## src/rtl/pipe_skid_reg.sv

```systemverilog
// Two-entry elastic pipeline register with a skid slot. o_ready depends only on held state,
// so downstream backpressure never reaches upstream combinationally.
module pipe_skid_reg #(
  parameter int unsigned DATA_WIDTH = 32
) (
  input  logic                  clk,
  input  logic                  rst,
  input  logic                  i_flush,
  input  logic                  i_valid,
  output logic                  o_ready,
  input  logic [DATA_WIDTH-1:0] i_data,
  output logic                  o_valid,
  input  logic                  i_ready,
  output logic [DATA_WIDTH-1:0] o_data
);

  typedef enum logic [1:0] {StEmpty, StMain, StSkid} state_e;

  state_e                state_q, state_d;
  logic [DATA_WIDTH-1:0] main_q, main_d;
  logic [DATA_WIDTH-1:0] skid_q, skid_d;
  logic                  accept, consume;

  assign o_valid = (state_q != StEmpty);
  assign o_ready = (state_q != StSkid);
  assign o_data  = main_q;

  assign accept  = i_valid & o_ready;
  assign consume = o_valid & i_ready;

  always_comb begin
    state_d = state_q;
    main_d  = main_q;
    skid_d  = skid_q;
    case (state_q)
      StEmpty: begin
        if (accept) begin
          main_d  = i_data;
          state_d = StMain;
        end
      end
      StMain: begin
        if (accept && consume) begin
          main_d = i_data;
        end else if (accept) begin
          skid_d  = i_data;
          state_d = StSkid;
        end else if (consume) begin
          state_d = StEmpty;
        end
      end
      StSkid: begin
        if (consume) begin
          main_d  = skid_q;
          state_d = StMain;
        end
      end
      default: state_d = StEmpty;
    endcase
    // Flush only drops occupancy; a same-cycle consume has already happened downstream.
    if (i_flush) begin
      state_d = StEmpty;
      main_d  = main_q;
      skid_d  = skid_q;
    end
  end

  always_ff @(posedge clk or posedge rst) begin
    if (rst) begin
      state_q <= StEmpty;
      main_q  <= '0;
      skid_q  <= '0;
    end else begin
      state_q <= state_d;
      main_q  <= main_d;
      skid_q  <= skid_d;
    end
  end

endmodule
```

## config.mk

```make
export PLATFORM = sky130hd
export DESIGN_NAME = pipe_skid_reg
export DESIGN_NICKNAME = d
export VERILOG_FILES = /design/src/rtl/pipe_skid_reg.sv
export SDC_FILE = /design/constraint.sdc
export NUM_CORES = 1
export LEC_CHECK = 0
export ABC_AREA = 1
export CAP_MARGIN = 10
export CORE_MARGIN = 2
export CORE_UTILIZATION = 40
export DETAILED_ROUTE_END_ITERATION = 7
export PLACE_DENSITY = 0.71
export SETUP_SLACK_MARGIN = 0.5
export SLEW_MARGIN = 30
export SYNTH_ARGS = -nofsm -noshare
export SYNTH_HDL_FRONTEND = slang
export SYNTH_SLANG_ARGS = --single-unit
```

## constraint.sdc

```tcl
create_clock -name clk -period 2.3 [get_ports clk]
set_input_delay 0.23 -clock clk [delete_from_list [all_inputs] [get_ports clk]]
set_output_delay 0.23 -clock clk [all_outputs]
set_load 0.05 [all_outputs]
```

Word-level counts from Yosys, hierarchy flattened
Cells that the tools add are included.
Widths: inputs -> output; s select.

storage, ports and cells
  memory bits (read-only) = 0
  register bits after elaboration = 66
  output and inout bits = 34
  RAM bits = 0
  memories = 0
  latch bits = 0

cells by class
  eq/ne operators = 10
  div/mod/pow operators = 0
  multiply operators = 0
  shifts and indexed selects = 0
  bitwise gates (word level) = 4
  add/sub/neg operators = 0
  order comparisons = 0
  reduce and logical (&&, ||, !) cells = 7
  multiplexer cells = 11

operators with widths
  operator            count
  $mux 32             3
  $pmux 32 s3         1
  $mux 2              6
  $ne 3x3->1 const B  3
  $ne 2x2->1 const B  4
  $reduce_and 4->1    2
  $pmux 2 s3          1
  $reduce_and 5->1    1
  $ne 4x4->1 const B  1
  $reduce_bool 3->1   1
  $and 1x1->1         2
  $eq 2x1->1 const B  1
  $eq 2x2->1 const B  1
  $logic_not 2->1     1
  $not 1->1           2
  $reduce_bool 2->1   1
  $logic_and 1x1->1   1

Depth between registers and ports, before layout
Gate-level depths: netlist of the first run.

  word-level depth = 7
  gate-level depth with buffers = 8
  depth with buffers taken out = 6

Worst setup path before layout of the first run
No wires, ideal clock.

  path kind = register to register
  start point = reg state_q[0]
  end point = reg main_q[0] (netlist: o_data[0])
  setup slack = 1.113 ns
  stages on the path, launching flop included = 9
  arrival time = 1.070 ns
  path through = dfrtp_1 -> buf_4 -> inv_4 -> nand2_4 -> nand2_4 -> nand3_4 -> buf_6 -> nand2_1 -> nand2_1

between the ends
  word-level cells in the longest chain between the ends = 5
  elaborated cells on any way between the ends = 14
  those cells by class = 6 x eq/ne; 1 x mux; 2 x bitwise; 5 x reduce/logical

ends and longest elaborated chain
  element                                          RTL line  RTL
  start, declared                                  19        state_e state_q, state_d;
  start signal, assigned                           70        state_q <= StEmpty;
  start signal, assigned                           74        state_q <= state_d;
  $ne 2x2->1 or $reduce_bool 2->1 (tied branches)  25, 24
  $and 1x1->1, on equally long branches            28, 29
  $logic_and 1x1->1                                43        if (accept && consume) begin
  $ne 2x2->1 (no source line)                      n/a
  $reduce_and 5->1 (no source line)                n/a
  end signal, assigned                             75        main_q <= main_d;
  end, declared                                    20        logic [DATA_WIDTH-1:0] main_q, main_d;

Parallel ways exist; a longest one is shown, timed or not.
A chain may end at the register's enable or synchronous reset.

Worst setup path after layout of the first run
  start point = reg main_q[24] (netlist: o_data[24])
  end point = out o_data[24]

RTL lines
  element        RTL line  RTL
  end, declared  14        output logic [DATA_WIDTH-1:0] o_data

No word-level cell between the ends.

==> results summary, run 1 <==
The flow ran to the end, and the final reports show no timing, DRC or antenna violations. The floorplan step set the die width to 94.31 um. TritonCTS built the clock tree.

The largest stage delay on the critical path came out at 0.81 ns. For this block, the via count after detailed routing is 2,922. The total detailed-routing wirelength is 8088 um. The synthesized area divided by synthesized cell count came out at 7.879 um^2.

After the first detailed-routing iteration, the DRC count stood at 192. Counting distinct cell types in the post-synthesis netlist gives 19. The first-pass GRT wire length is 13,860 um. The register bit count reported by yosys is 66. The endpoint of the most critical setup path is o_data[24]. The final period demand of the worst path is 1.755 ns. Setup repair after global routing left no endpoint under its margin. The tree is rooted in a clkbuf_8. The hold violation count in the final report came to 0.

The number of vias per cell came out at 5.021. The post-layout net count came out at 512. The residual antenna-violating net count after detailed routing came out at 0.

The maximum number of pins on one net before global-route repair came out at 67. The number of global-route vias before repair came out at 2,862. During synthesis, Yosys emitted a total of 0 warnings. After clock tree synthesis, the flow added hold-fix buffers numbering 0. The worst-case setup margin in the final layout came out at 0.5451 ns.

The fraction of final layout cells sized beyond drive strength 1 came out at 0.08542. The post-route clock period utilization came out at 0.7630. The number of buffers added for setup after CTS is 0. The clock latency reported for the late side of the worst-skew pair came out at 0.35 ns. The startpoint of the most critical register-to-register path is state_q[0].

The pre-CTS setup slack is 0.4087 ns. The number of inserted diodes is 0. The region available for standard cell placement spans 7807 um^2. The min-delay analysis places its worst path in the category primary input to async pin. The number of levels in the clock H-tree is 3. The average wire per standard cell is 13.90 um. The effective utilization at floorplan is 0.4178. By area, the combinational part of the netlist is dominated by simple AND/OR/NAND/NOR gates. The top cell type's share of synthesized area came out at 0.5063. The clock net in this run drives a total of 66 sinks. The kind of cell adding the most delay to the critical path is buffers and inverters.

The adder-cell share of the synthesized area is 0. The area fraction in and, or, nand and nor cells after synthesis came out at 0.4189. Of the synthesized area, sequential elements account for 0.5063. The count of buffers inserted at the top-level ports is 70. The maximum clock skew at final layout came out at 0.006530 ns. Synthesis produced a netlist with a net count of 451. Measured against its own limit, the worst slew margin works out to 0.6621. The placed wire-length estimate after detailed placement came out at 5067 um. For this design the top-level I/O count stands at 71. Of the total synthesized cell area, the portion taken by XOR and XNOR cells is 0. For this run, the top clock speed supported by timing is 569.8 MHz. The initial antenna violation count was 0. The critical path depth is 1.

The total iterations of the first detailed-routing run is 4. The slew at the pin closest to its max-slew limit came out at 0.5053 ns. The congestion estimate from routability-driven global placement came to 0.7889.

Across every metal layer, demand over resource in global routing totals 0.2026. The post-synthesis mux area share is 0. The total congestion overflow after global routing is 0.

The number of instances in the synthesized netlist came out at 414. The ratio of total power to cell area came out at 943.6 nW/um^2. The biggest area consumer among synthesized cells is dfrtp_1. The clock transition at the registers of the reported paths is 0.07 ns. The worst register-to-register path ends at o_data[9]. The depth of the worst register-to-register path is 6. The final setup TNS is 0 ns.

The placed cell area came out at 3976 um^2. STA classifies the critical path startpoint as a flip-flop. The floorplan step set the die height to 94.31 um. After routing the design area is 4198 um^2. The complex-gate fraction of the synthesized area came to 0.001534. The critical path goes through clkdlybuf4s50_1. The critical path required time came out at 2.07 ns. The netlist area before placement came out at 3262 um^2.

The worst setup path is captured at a primary output. The library cell used most frequently in the layout, excluding fill and tap cells, is nand2_1. The DRC violations left came out at 0. The leakage power total is 2.209 nW. Among all stages on the critical path, the largest delay is contributed by clkdlybuf4s50_1.

The total of fill cells in the finished design came out at 724. The worst-case hold slack came out at 0.3076 ns. The signed area change from the synthesized netlist to the final layout is 28.69%. The startpoint of the worst setup timing path is o_data[24]. The number of placement rows came out at 32. At the worst endpoint, the arrival time is 1.52 ns. The number of slew-limit violations in the final report came to 0.

In the layout the commonest cells are nand2_1, nand3_1, clkdlybuf4s50_1, dfrtp_1, clkbuf_8. The max-cap violation count came out at 0. The number of buffers on the longest clock path came out at 2. The number of buffers and inverters on the critical path is 1. The maximum fanout encountered on the critical timing path is 2.

The critical path in this run is classified as flip-flop to primary output. The number of buffers created by CTS is 9. For flop-to-flop paths, the worst setup slack is 0.63 ns. The floorplan step defined a die boundary enclosing 8893 um^2. By area the synthesized netlist is led by dfrtp_1, nand2_1, nand3_1, buf_6, buf_4. The worst vdd rail ir drop is 0.4946 mV. The final setup violation count came out at 0.
-- worst min-delay path by stage --
| stage | endpoint | cells past startpoint | slack [ns] |
|---|---|---|---|
| CTS | o_data[17] | 3 | 0.32 |
| finish | skid_q[24] | 3 | 0.31 |
| global placement | skid_q[7] | 2 | 0.45 |
| floorplan | o_data[0] | 1 | 0.37 |
| detailed placement | skid_q[31] | 2 | 0.46 |
| global route | skid_q[24] | 3 | 0.34 |
-- cells by family after synthesis --
group	Yosys count
flops	66
buf+inv	36
simple gates	311
compound gates	1
-- sequential cells by signal, summed over array words and instances (netlist names) --
| signal | count |
|---|---|
| skid_q | 32 |
| o_data | 32 |
| state_q | 2 |
-- power by group --
group / internal, mW / switching, mW / leakage, nW
sequential: 1.48 / 0.177 / 0.827
combinational: 0.457 / 0.874 / 1.28
clock: 0.526 / 0.451 / 0.103
-- synthesized netlist by cell type --
master    count
inv_2         3
nand2_4       4
nand2_2       1
nand3_1      99
nor2_2        1
o21ai_1       1
inv_4         1
nor2_8        1
inv_1         3
clkbuf_1      3
buf_4        10
nor2_4        1
dfrtp_1      66
nand3_4       1
nand2_1     197
buf_6         7
nand4_1       1
nor2_1        5
buf_2         9
-- area by class of cell --
class | instances | area (um^2) | area share
Sequential cell | 66 | 1653 | 0.3937
Timing Repair Buffer | 78 | 800.8 | 0.1908
Clock inverter | 5 | 53.80 | 0.01282
Tap cell | 102 | 127.6 | 0.03040
Clock buffer | 11 | 141.4 | 0.03368
Inverter | 7 | 32.53 | 0.007750
Multi-Input combinational cell | 313 | 1389 | 0.3308
-- metrics by stage --
| stage | power [mW] | instances | util |
|---|---|---|---|
| floorplan | 2.547 | 414 | - |
| global placement | 2.972 | 565 | 0.5093 |
| detailed placement | 3.006 | 565 | 0.5093 |
| CTS | 3.994 | 582 | 0.5367 |
| global route | 4.196 | 582 | 0.5377 |
| finish | 3.961 | 582 | 0.5377 |
-- worst register-to-register path, stage by stage (launching register included) --
cell,delay [ns]
dfrtp_2,0.49
inv_4,0.09
nand2_4,0.23
nand2_4,0.30
buf_4,0.30
nand3_1,0.14
nand2_1,0.08
-- what timing repair did --
item	CTS	global route
pin swaps	1	0
cloned	1	0
setup endpoints to repair	33	3
resized for setup	2	3
-- metal layers --
layer / up-vias / track usage / wire length (um)
li1: 1454 / - / -
met1: 1342 / 0.2616 / 3426
met2: 116 / 0.3292 / 3921
met3: 10 / 0.05618 / 629
met4: 0 / 0.06884 / 110
met5: - / 0 / 0
Note: power is estimated with default switching activity, not from simulation.
==> inputs of run 2 (changes only) <==
- clock period: 2.3 -> 1.7 ns (I/O delays scaled with it)
==> run 2 against run 1 <==
  * Critical path depth rose by 6
  * Clock-buffer cell count rose by 1
  * First-iteration DRC count rose by 18%
  * Sequential share of layout area fell by 5.7 points
  * Routed wire length rose by 28%
  * Non-clock buffer count rose by 30
  * Critical path type is now flip-flop to flip-flop
  * Critical endpoint is now skid_q[21]
==> results summary, run 2 (synthesized netlist as in run 1, its figures left out) <==
The flow ran to the end, and the final reports show no timing, DRC or antenna violations. The total detailed-routing wirelength came out at 10,380 um. The combined global-route utilization of all metal layers is 0.2333.

Traced cell by cell, the critical path runs through inv_2 -> nand2_4 -> nor2_8 -> buf_6 -> nand2_8 -> nand2_2 -> nand2_1. The hold violation count in the final report came out at 0. The DRC violations left came out at 0. The path class of the tightest hold or removal check is primary input to async pin. The endpoint of the most critical setup path is skid_q[21].

STA puts the critical path data arrival time at 1.69 ns. The number of global-route vias before repair is 3,238. The critical path depth is 7. For the final database, setup skew stands at 0.006687 ns. The met1 track demand over resource in global routing is 0.2943. In the routed layout, each cell is associated on average with a via count of 5.294. The number of buffers on the longest clock path is 2.

The worst slew slack as a fraction of its limit came out at 0.7208. In the final timing run, aggregate negative setup slack is 0 ns. The average wire per standard cell is 16.80 um. The tightest hold path in the finished design has a slack of 0.2305 ns. The number of levels in the clock H-tree came out at 3. The slowest stage of the critical path is the dfrtp_2 cell. The overall die height is 94.31 um. The congestion estimate from routability-driven global placement came to 0.8576. After the last flow step, the layout net total stands at 548.

The root buffer cell is clkbuf_8. The leakage power total came out at 2.469 nW. The global-route met2 utilization is 0.3851. The slew at the pin closest to its max-slew limit came out at 0.4188 ns. The number of placed cells counting well taps is 567. The number of slew-limit violations in the final report came to 0. The startpoint of the most critical register-to-register path is state_q[1]. The count of buffers inserted at the top-level ports came out at 70. The routing usage on met3 is 0.04575. The number of buffers created by CTS came out at 9. The area of the core came out at 7807 um^2. The total non-filler cell area in the finished layout came out at 4912 um^2. The number of inserted diodes is 0. The tool flagged a number of max-cap violations equal to 0. Setup repair after global routing could not meet its margin everywhere.

Measured on the finished design, the core utilization comes to 0.6292. Across all register-to-register paths, the minimum setup slack is 0.25 ns. The kind of cell adding the most delay to the critical path is simple AND/OR/NAND/NOR gates.

The final setup violation count is 0. The library cell used most frequently in the layout, excluding fill and tap cells, is nand2_1. The placed wire-length estimate after detailed placement is 5117 um.

The worst vdd rail ir drop came out at 0.5137 mV. The fraction of final layout cells sized beyond drive strength 1 came out at 0.3430. The first global-routing pass estimated 15,790 um of wire. By startpoint and endpoint, the worst setup path is classified as flip-flop to flip-flop. The sort of element at the end of the critical path is a flip-flop.

The number of top-level pins came out at 71. The layer with the highest usage after global routing is met2. The final period demand of the worst path is 1.446 ns. In this run, the number of DRC markers left after iteration 0 of detailed routing was 226. At the later pin of the worst-skew pair, clock insertion delay measures 0.36 ns.

The placed cell area came out at 3959 um^2. The residual antenna-violating net count after detailed routing is 0. TritonCTS built the clock tree. The top achievable clock speed is 691.6 MHz.

Clock-pin slew was measured on the worst setup and hold paths at 0.07 ns. The endpoint identified for the worst register-to-register timing path is skid_q[21]. The worst setup path is launched from a flip-flop. From left edge to right edge, the die measures 94.31 um.

The total iterations of the first detailed-routing run is 5. The critical path starts at state_q[1]. The buffering stage count on the worst path with inverters included came out at 2.

In the layout the commonest cells are nand2_1, nand3_1, dfrtp_1. The signed area change from the synthesized netlist to the final layout is 50.59%. The initial antenna violation count came out at 0. The critical path required time came out at 1.94 ns. Summed over all layers, the global routing overflow is 0. The maximum fanout encountered on the critical timing path is 7. The maximum number of pins on one net before global-route repair came out at 67. The depth of the worst register-to-register path is 7. The via total after detailed routing came out at 3,272. The area of the die is 8893 um^2. Power spread over the standard cell area amounts to 1218 nW/um^2.

The number of placement rows came out at 32. The number of cells in the finished layout apart from fillers came out at 618. The total of fill cells in the finished design came out at 635.

The largest stage delay on the critical path is 0.50 ns. The initial utilization of the core area, before any placement, comes to 0.4178. The post-route clock period utilization came out at 0.8505. CTS saw 66 sinks.
## run 2: layer usage
layer / vias up / wire length (um)
li1: 1532 / -
met3: 28 / 743
met5: - / 0
met1: 1559 / 4005
met4: 0 / 325
met2: 153 / 5307
## run 2: area by class of cell
cell class	count	area, um^2	area share
flip-flops and latches	66	1654	0.3367
multi-input cells	319	1783	0.3630
clock buffers	12	145.1	0.02955
well taps	102	127.6	0.02598
repair buffers	108	1071	0.2180
inverters	7	32.53	0.006623
clock inverters	4	98.84	0.02012
## run 2: metrics by stage
| stage | worst slack, ns | total power, mW |
|---|---|---|
| floorplan | 0.5127 | 3.446 |
| global route | 0.2178 | 6.291 |
| finish | 0.2542 | 5.984 |
| CTS | 0.3296 | 5.737 |
| detailed placement | -0.05315 | 4.054 |
| global placement | -0.01996 | 4.010 |
## run 2: what timing repair did
item                                    CTS  global route
setup buffers                            22             4
endpoints found under the setup margin   91            71
gates resized for setup                 152            92
hold buffers                              0             0
cloned                                    6             3
hold endpoints to repair                  0             0
pin swaps                                14            47
## run 2: worst min-delay path by stage
stage,cells after the start,to,slack (ns),startpoint
detailed placement,2,skid_q[23],0.46,skid_q[23]
CTS,3,o_data[16],0.27,rst
floorplan,1,o_data[0],0.31,rst
global placement,2,skid_q[8],0.45,skid_q[8]
global route,3,skid_q[20],0.27,rst
finish,3,state_q[0],0.23,rst
## run 2: report_power, final
group          internal [mW]  switching, mW  leakage (nW)  total [mW]
logic                  0.695           1.34          1.52        2.03
registers               2.00          0.304         0.826        2.30
clock network           1.02          0.632         0.121        1.65
## run 2: worst min-delay path, delay by kind of cell
family | cells | cell delay, ns
buffers and inverters | 3 | 0.83
==> inputs of run 3 (changes only) <==
--- a/config.mk
+++ b/config.mk
@@ -6,10 +6,10 @@
 export NUM_CORES = 1
 export LEC_CHECK = 0
-export ABC_AREA = 1
 export CAP_MARGIN = 10
 export CORE_MARGIN = 2
 export CORE_UTILIZATION = 40
 export DETAILED_ROUTE_END_ITERATION = 7
-export PLACE_DENSITY = 0.71
+export HOLD_SLACK_MARGIN = 0.06
+export PLACE_DENSITY = 0.72
 export SETUP_SLACK_MARGIN = 0.5
 export SLEW_MARGIN = 30
==> constraint.sdc (replaced) <==
create_clock -name clk -period 1.7 [get_ports clk]
set_input_delay 0.17 -clock clk [delete_from_list [all_inputs] [get_ports clk]]
set_output_delay 0.17 -clock clk [all_outputs]
set_load 0.02 [all_outputs]
==> run 3 against run 2 <==
  * Worst setup slack got worse by 0.16 ns
  * Largest power group unchanged
  * Combinational power decreased by 33%
  * Clock-buffer cell count decreased by 2
  * Critical path type unchanged
  * Fmax decreased by 9.9%
  * Final area decreased by 8.3%
==> results summary, run 3 <==
For this run the aggregate overflow at the end of global routing stands at 0. The power dissipated by switching net loads is 1.357 mW. The share of the yosys chip area belonging to registers came out at 0.5183.

Measured against the total synthesized area, the mux share comes to 0.4052. The leakage power total is 2.110 nW. STA classifies the critical path endpoint as a flip-flop. The ratio of total power to cell area is 1081 nW/um^2. For this block, the routed nets add up to 6474 um of wire. The area of the die is 8697 um^2. The adder-cell share of the synthesized area is 0. On the worst path, the slowest cell contributes a delay of 0.45 ns. The post-layout net count is 322. The number of instances in the synthesized netlist is 188. The slew at the pin closest to its max-slew limit is 0.2114 ns. After the flow finishes, the layout carries non-filler instances totaling 392.

Of all nets on the critical path, the largest fanout is 5. The routed layout has 1,880 vias. The complex-gate fraction of the synthesized area came out at 0.01178. The critical path required time is 1.93 ns. The number of antenna diodes in the final layout is 0. The library cell used most frequently in the layout, excluding fill and tap cells, is mux2_4. Among all cell types in the netlist, the one instantiated most often is dfrtp_1.

TritonCTS built the clock tree. The number of placement rows came out at 32. The average wire per standard cell is 16.52 um.

The final period demand of the worst path came out at 1.605 ns. The residual antenna-violating net count after detailed routing came out at 0. The number of slew-limit violations in the final report came out at 0. Compared with the post-synthesis result, the final layout area differs by 41.34%. Of the total synthesized cell area, the portion taken by AND, OR, NAND and NOR gates is 0.02473.

Derived from the worst setup path, the maximum achievable clock frequency is 623.0 MHz. The worst-case setup margin in the final layout is 0.09484 ns. The number of buffers on the longest clock path is 2.

The fraction of final layout cells sized beyond drive strength 1 came out at 0.6241. The switching share of power is 0.2788. The clock reaches the later pin of the worst-skew pair after 0.34 ns. The maximum clock skew at final layout came out at 0.009598 ns. The total non-filler cell area in the finished layout came out at 4504 um^2.

The hold violation count in the final report came out at 0. Measured on the finished design, the core utilization comes to 0.5829. The worst vdd rail ir drop came out at 0.4096 mV.

The fraction of synthesis flops using an asynchronous set or reset pin is 1.000. Setup violations remaining at the end of the flow were counted as 0. The worst hold path belongs to the class primary input to async pin.

In this run the number of H-tree levels came out at 3. The distinct cell type count of the synthesized netlist came out at 20. The buffering stage count on the worst path with inverters included is 2. After detailed placement, the design holds a cell count of 364. The iteration-0 DRC count of the detailed router came out at 42. The critical path is of the flip-flop to flip-flop type. Ranked by instance count, the synthesized netlist is headed by dfrtp_1, mux2_4, mux2_2, buf_6, buf_8. The run finished with clean final reports.

The share of synthesized area in the top cell type comes to 0.5183. Measured against its own limit, the worst slew margin works out to 0.8590. The congestion estimate from routability-driven global placement came to 0.8258.

The layout has 597 filler cells. The effective utilization at floorplan came out at 0.4124. Of the total synthesized cell area, the portion taken by XOR and XNOR cells is 0. The total iterations of the first detailed-routing run came out at 5. The internal portion of total power came out at 3.510 mW. The cell with the largest stage delay on the worst path is dfrtp_2.

The sequential cell fraction of total power is 0.448. The floorplan step defined a core boundary enclosing 7727 um^2. The initial antenna violation count came to 0. Dividing the final minimum period by the clock period gives 0.9442. The synthesized netlist net count came out at 225. In the layout the commonest cells are mux2_4, dfrtp_1, clkdlybuf4s50_1.

The overall die height is 93.26 um. The cell family contributing the most delay on the critical path is flip-flops. dfrtp_1 takes more of the synthesized area than any other cell. The synthesized area divided by synthesized cell count came out at 16.95 um^2. Measured along the x axis, the die boundary spans 93.26 um. By area the synthesized netlist is led by dfrtp_1, mux2_4, mux2_2, buf_6, buf_8. The critical path goes through nor2b_4 -> nand2_2 -> a21oi_4 -> buf_6 -> clkbuf_16 -> mux2_4.

Dividing the detail-routed via count by the number of cells gives 4.796. The DRC violations left is 0. The clock transition at the registers of the reported paths is 0.08 ns.

The netlist area before placement is 3187 um^2. The root buffer cell is clkbuf_8. The placed cell area is 4098 um^2. The first-pass GRT wire length is 10,340 um. The number of clock sinks seen by CTS came out at 66. The HPWL after detailed placement is 4046 um. The share of total power dissipated in combinational logic is 0.277.

The register bit count reported by yosys is 66. The number of global-route vias before repair is 2,004. Buffers placed on the I/O ports in this run total 70. The clock group share of total power is 0.274.

After synthesis, the largest family of logic cells by area is multiplexers. The maximum number of pins on one net before global-route repair came out at 39. Counting flops with a built-in enable in the synthesized netlist gives 0.

The final setup TNS came out at 0 ns. The max-cap violation count came out at 0. The data arrival time at the worst-slack endpoint came out at 1.83 ns.

Setup repair after global routing could not meet its margin everywhere. The combined global-route utilization of all metal layers came out at 0.1577. 71 I/O pins were placed. Counting the buffers created by CTS gives 9. The most used flip-flop cell after synthesis is dfrtp_1. STA classifies the critical path startpoint as a flip-flop. The yosys synthesis warning count is 0.

At the placement stage, the worst setup path has a slack of -0.1252 ns.
run 3: changes by cell type after synthesis, moves of 3 or more:
cell	change
nand2_1	-195
buf_4	-10
inv_2	-3
buf_8	+3
nand3_1	-99
nor2_1	-4
buf_2	-9
mux2_4	+56
mux2_2	+38
clkbuf_1	-3
nand2_4	-4
run 3: layout make-up:
type / instances / area [um^2] / share of cell area
flip-flops and latches: 66 / 1653 / 0.3669
clock inverters: 6 / 65.06 / 0.01444
well taps: 102 / 127.6 / 0.02833
repair buffers: 96 / 1040 / 0.2308
multi-input cells: 111 / 1474 / 0.3272
clock buffers: 10 / 137.6 / 0.03056
inverters: 1 / 7.507 / 0.001667
run 3: final timing paths:
kind | start | end | slack (ns) | cells after the start
min in group clk | i_data[19] | skid_q[19] | 0.47 | 2
hold reg to reg | o_data[21] | o_data[21] | 0.51 | 1
setup reg to reg | state_q[1] | o_data[15] | 0.09 | 6
setup / recovery | state_q[1] | o_data[15] | 0.09 | 6
hold / removal | rst | skid_q[3] | 0.25 | 3
max in group asynchronous | rst | state_q[1] | 1.21 | 3
run 3: layer usage:
metal | GRT usage | vias to the layer above | wire (um)
met5 | 0 | - | 0
li1 | - | 873 | -
met4 | 0.05882 | 0 | 67
met3 | 0.04674 | 6 | 316
met2 | 0.2542 | 44 | 3213
met1 | 0.2005 | 957 | 2877
run 3: power groups by stage:
stage,Clock [mW],Combinational (mW),Sequential (mW)
detailed placement,0,1.36,2.20
global route,1.45,1.44,2.23
global placement,0,1.32,2.19
CTS,1.38,1.36,2.18
floorplan,0,0.627,2.35
finish,1.34,1.35,2.18
run 3: logic make-up (layout without fill, tap and decap cells):
logic type	Yosys count	count (layout)
flops	66	66
buf+inv	11	113
compound gates	4	4
mux	96	96
simple gates	11	11
run 3: what timing repair did:
item,in CTS,in global routing
pin swaps,1,1
gates resized for setup,106,24
setup buffers,6,1
hold buffers,0,0
gates cloned,3,2
setup endpoints to repair,99,83
run 3: stage by stage:
stage          hold WS (ns)  power [mW]
6_report             0.2531       4.867
5_1_grt              0.2719       5.120
4_1_cts              0.2522       4.920
3_5_place_dp         0.4960       3.559
3_3_place_gp         0.4852       3.511
2_1_floorplan        0.2358       2.975
run 3: worst min-delay path: stages:
cell and delay (ns):
clkdlybuf4s50_1 0.45, clkinvlp_4 0.13, buf_12 0.20
==> RTL edit, RTL diff (flow settings as in run 2) <==
The 3 states of `state_e` get a one-hot encoding in 3 bits.
--- a/src/rtl/pipe_skid_reg.sv
+++ b/src/rtl/pipe_skid_reg.sv
@@ -14,7 +14,7 @@
   output logic [DATA_WIDTH-1:0] o_data
 );
 
-  typedef enum logic [1:0] {StEmpty, StMain, StSkid} state_e;
+  typedef enum logic [2:0] {StEmpty = 3'b001, StMain = 3'b010, StSkid = 3'b100} state_e;
 
   state_e                state_q, state_d;
   logic [DATA_WIDTH-1:0] main_q, main_d;
Check against the original RTL: same outputs for any inputs over 10 cycles, from zero or initial values and one cycle with rst high; not proved beyond that.
==> RTL edit against run 2 <==
  * Design area shrank 6.2%
  * First-iteration DRC count shrank 39%
  * Setup slack lost 0.19 ns
  * Sequential cell count grew 1
  * Hold slack lost 0.040 ns
  * Global-route usage shrank 4.2 points
  * Area after synthesis grew 2.8%
  * Wire length shrank 21%
  * Sequential share of layout area grew 2.8 points
  * Cell count shrank 4.9%
  * Critical endpoint is now o_ready
  * Largest cell class is now flip-flops and latches
Power is not compared: it rests on default switching activity, and its combinational part moved more than twofold at a synthesized area within 25%.
==> RTL edit: results (changes against run 2) <==
- Status: completed
- Reg clk slew, reported paths: 0.07 ns (about the same)
- Hold Path Class: in2async
- Syn Inst Count: 390 (-5.8%)
- First-pass GRT wire length: 13.25 mm (-16%)
- Worst VDD drop: 0.0005957 V
- Vias/cell: 4.721 (-11%)
- LEAKAGE: 2.373 nW
- CP top delay family: flip-flops
- Slowest cell delay on critical path: 0.60 ns (+0.10 ns)
- Top cells by area, synth: dfrtp_1 49%, nand2_1 12%, a21oi_2 7.6%
- Post-synthesis mux area share: 0% (unchanged)
- Clock Latency Late Sink: 0.34 ns (-0.02 ns)
- CP Max Fanout: 4 (-3)
- Inserted Diodes: 0 (unchanged)
- Max frequency: 611.9 MHz (-12%)
- Placer Congestion: 0.7642 (-11%)
- Adder-Cell Fraction of Synth Area: 0% (unchanged)
- Port bufs: 70 (unchanged)
- CTS buffer count: 9 (unchanged)
- DRT iter0 DRCs: 138 (-39%)
- Post-Route WL: 8.225 mm (-21%)
- Layout cells sized above 1: 31.68% (-2.6 points)
- Worst Skew: 0.01221 ns (+0.005521 ns)
- Slowest CP cell: dfstp_2
- Setup repair bufs after CTS: 10 (-55%)
- Root Driver: clkbuf_8
- Via count: 2,776 (-15%)
- Final Net Count: 515 (-6.0%)
- Initial antenna violation count: 0 (unchanged)
- Post-Syn Nets: 427 (-5.3%)
- Sequential share of the synthesized area: 50.02% (-0.61 points)
- Synth warn: 0 (unchanged)
- Placed cells: 558 (-1.6%)
- Crit path DAT: 1.46 ns (-0.23 ns)
- Drt pass-1 iters: 4 (-1)
- Synth Area in Compound Gates: 17.72% (+18 points)
- Relative slew slack: 70.14% (-1.9 points)
- Yosys cell types: 23 (+4)
- Post-synth top cells: 110 x nand2_1, 66 x dfrtp_1, 39 x inv_1
- Gr usage total: 19.13% (-4.2 points)
- DPL Wire Length: 5.266 mm (+2.9%)
- CTS H-tree lvls: 3 (unchanged)
- Post-Place Worst Slack: 0.1043 ns (+0.1575 ns)
- Post-CTS resize count: 127 (-16%)
- Largest net degree at the start of global routing: 32 (-52%)
- Synth Area in XOR/XNOR: 0% (unchanged)
- Ys async rst share: 100.0% (unchanged)
- Clock Path Buffers: 2 (unchanged)
==> RTL edit: cell count changes after synthesis, moves of 2 or more <==
cell             run 2  this run
a21oi_2              0        29
nand3_2              0         2
nand2_1            197       110
nor2_1               5        20
o21ai_0              0        32
nand2_4              4         1
o21ai_1              1        35
nand2_2              1         3
inv_2                3         0
inv_1                3        39
buf_4               10         4
nand3_1             99         8
clkbuf_1             3         0
nor2_2               1        16
==> RTL edit: where the power goes <==
part | total [W] | switching, W | internal, W | leakage, nW
clock network | 0.00133 | 0.000569 | 0.000758 | 0.101
registers | 0.00272 | 0.000349 | 0.00238 | 0.773
logic | 0.00441 | 0.00291 | 0.00150 | 1.50
==> RTL edit: layout make-up <==
cell class                      instances  area (µm²)
Inverter                               39       150.1
Tap cell                              105       131.4
Fill cell                             727        3566
Clock inverter                          2       35.03
Clock buffer                           14       162.7
Timing Repair Buffer                  100        1023
Sequential cell                        67        1679
Multi-Input combinational cell        261        1428
==> RTL edit: metal layers <==
layer  wire length (µm)  GRT usage, %  up-vias
met3                330         3.953        8
met4                119         7.738        0
met1               3672         23.93     1293
li1                   -             -     1416
met2               4103         32.23       59
met5                  0             0        -
==> RTL edit: metrics by stage <==
step	hold WS [ns]	TNS (ns)	cell area [µm²]
floorplan	0.3116	0	3406
global placement	0.4611	0	4212
detailed placement	0.4678	0	4212
CTS	0.1894	0	4529
global route	0.2003	-0.04351	4609
finish	0.1906	0	4609
==> RTL edit: final timing paths <==
kind	startpoint	to	slack [ns]	depth (start not counted)
worst max-delay path	state_q[0]	o_ready	0.07	5
worst min-delay path	rst	skid_q[7]	0.19	2
worst max register to register	state_q[0]	o_data[3]	0.08	10
worst min register to register	o_data[8]	o_data[8]	0.48	2
max in group asynchronous	rst	state_q[0]	0.99	3
min in group clk	i_data[31]	skid_q[31]	0.40	3
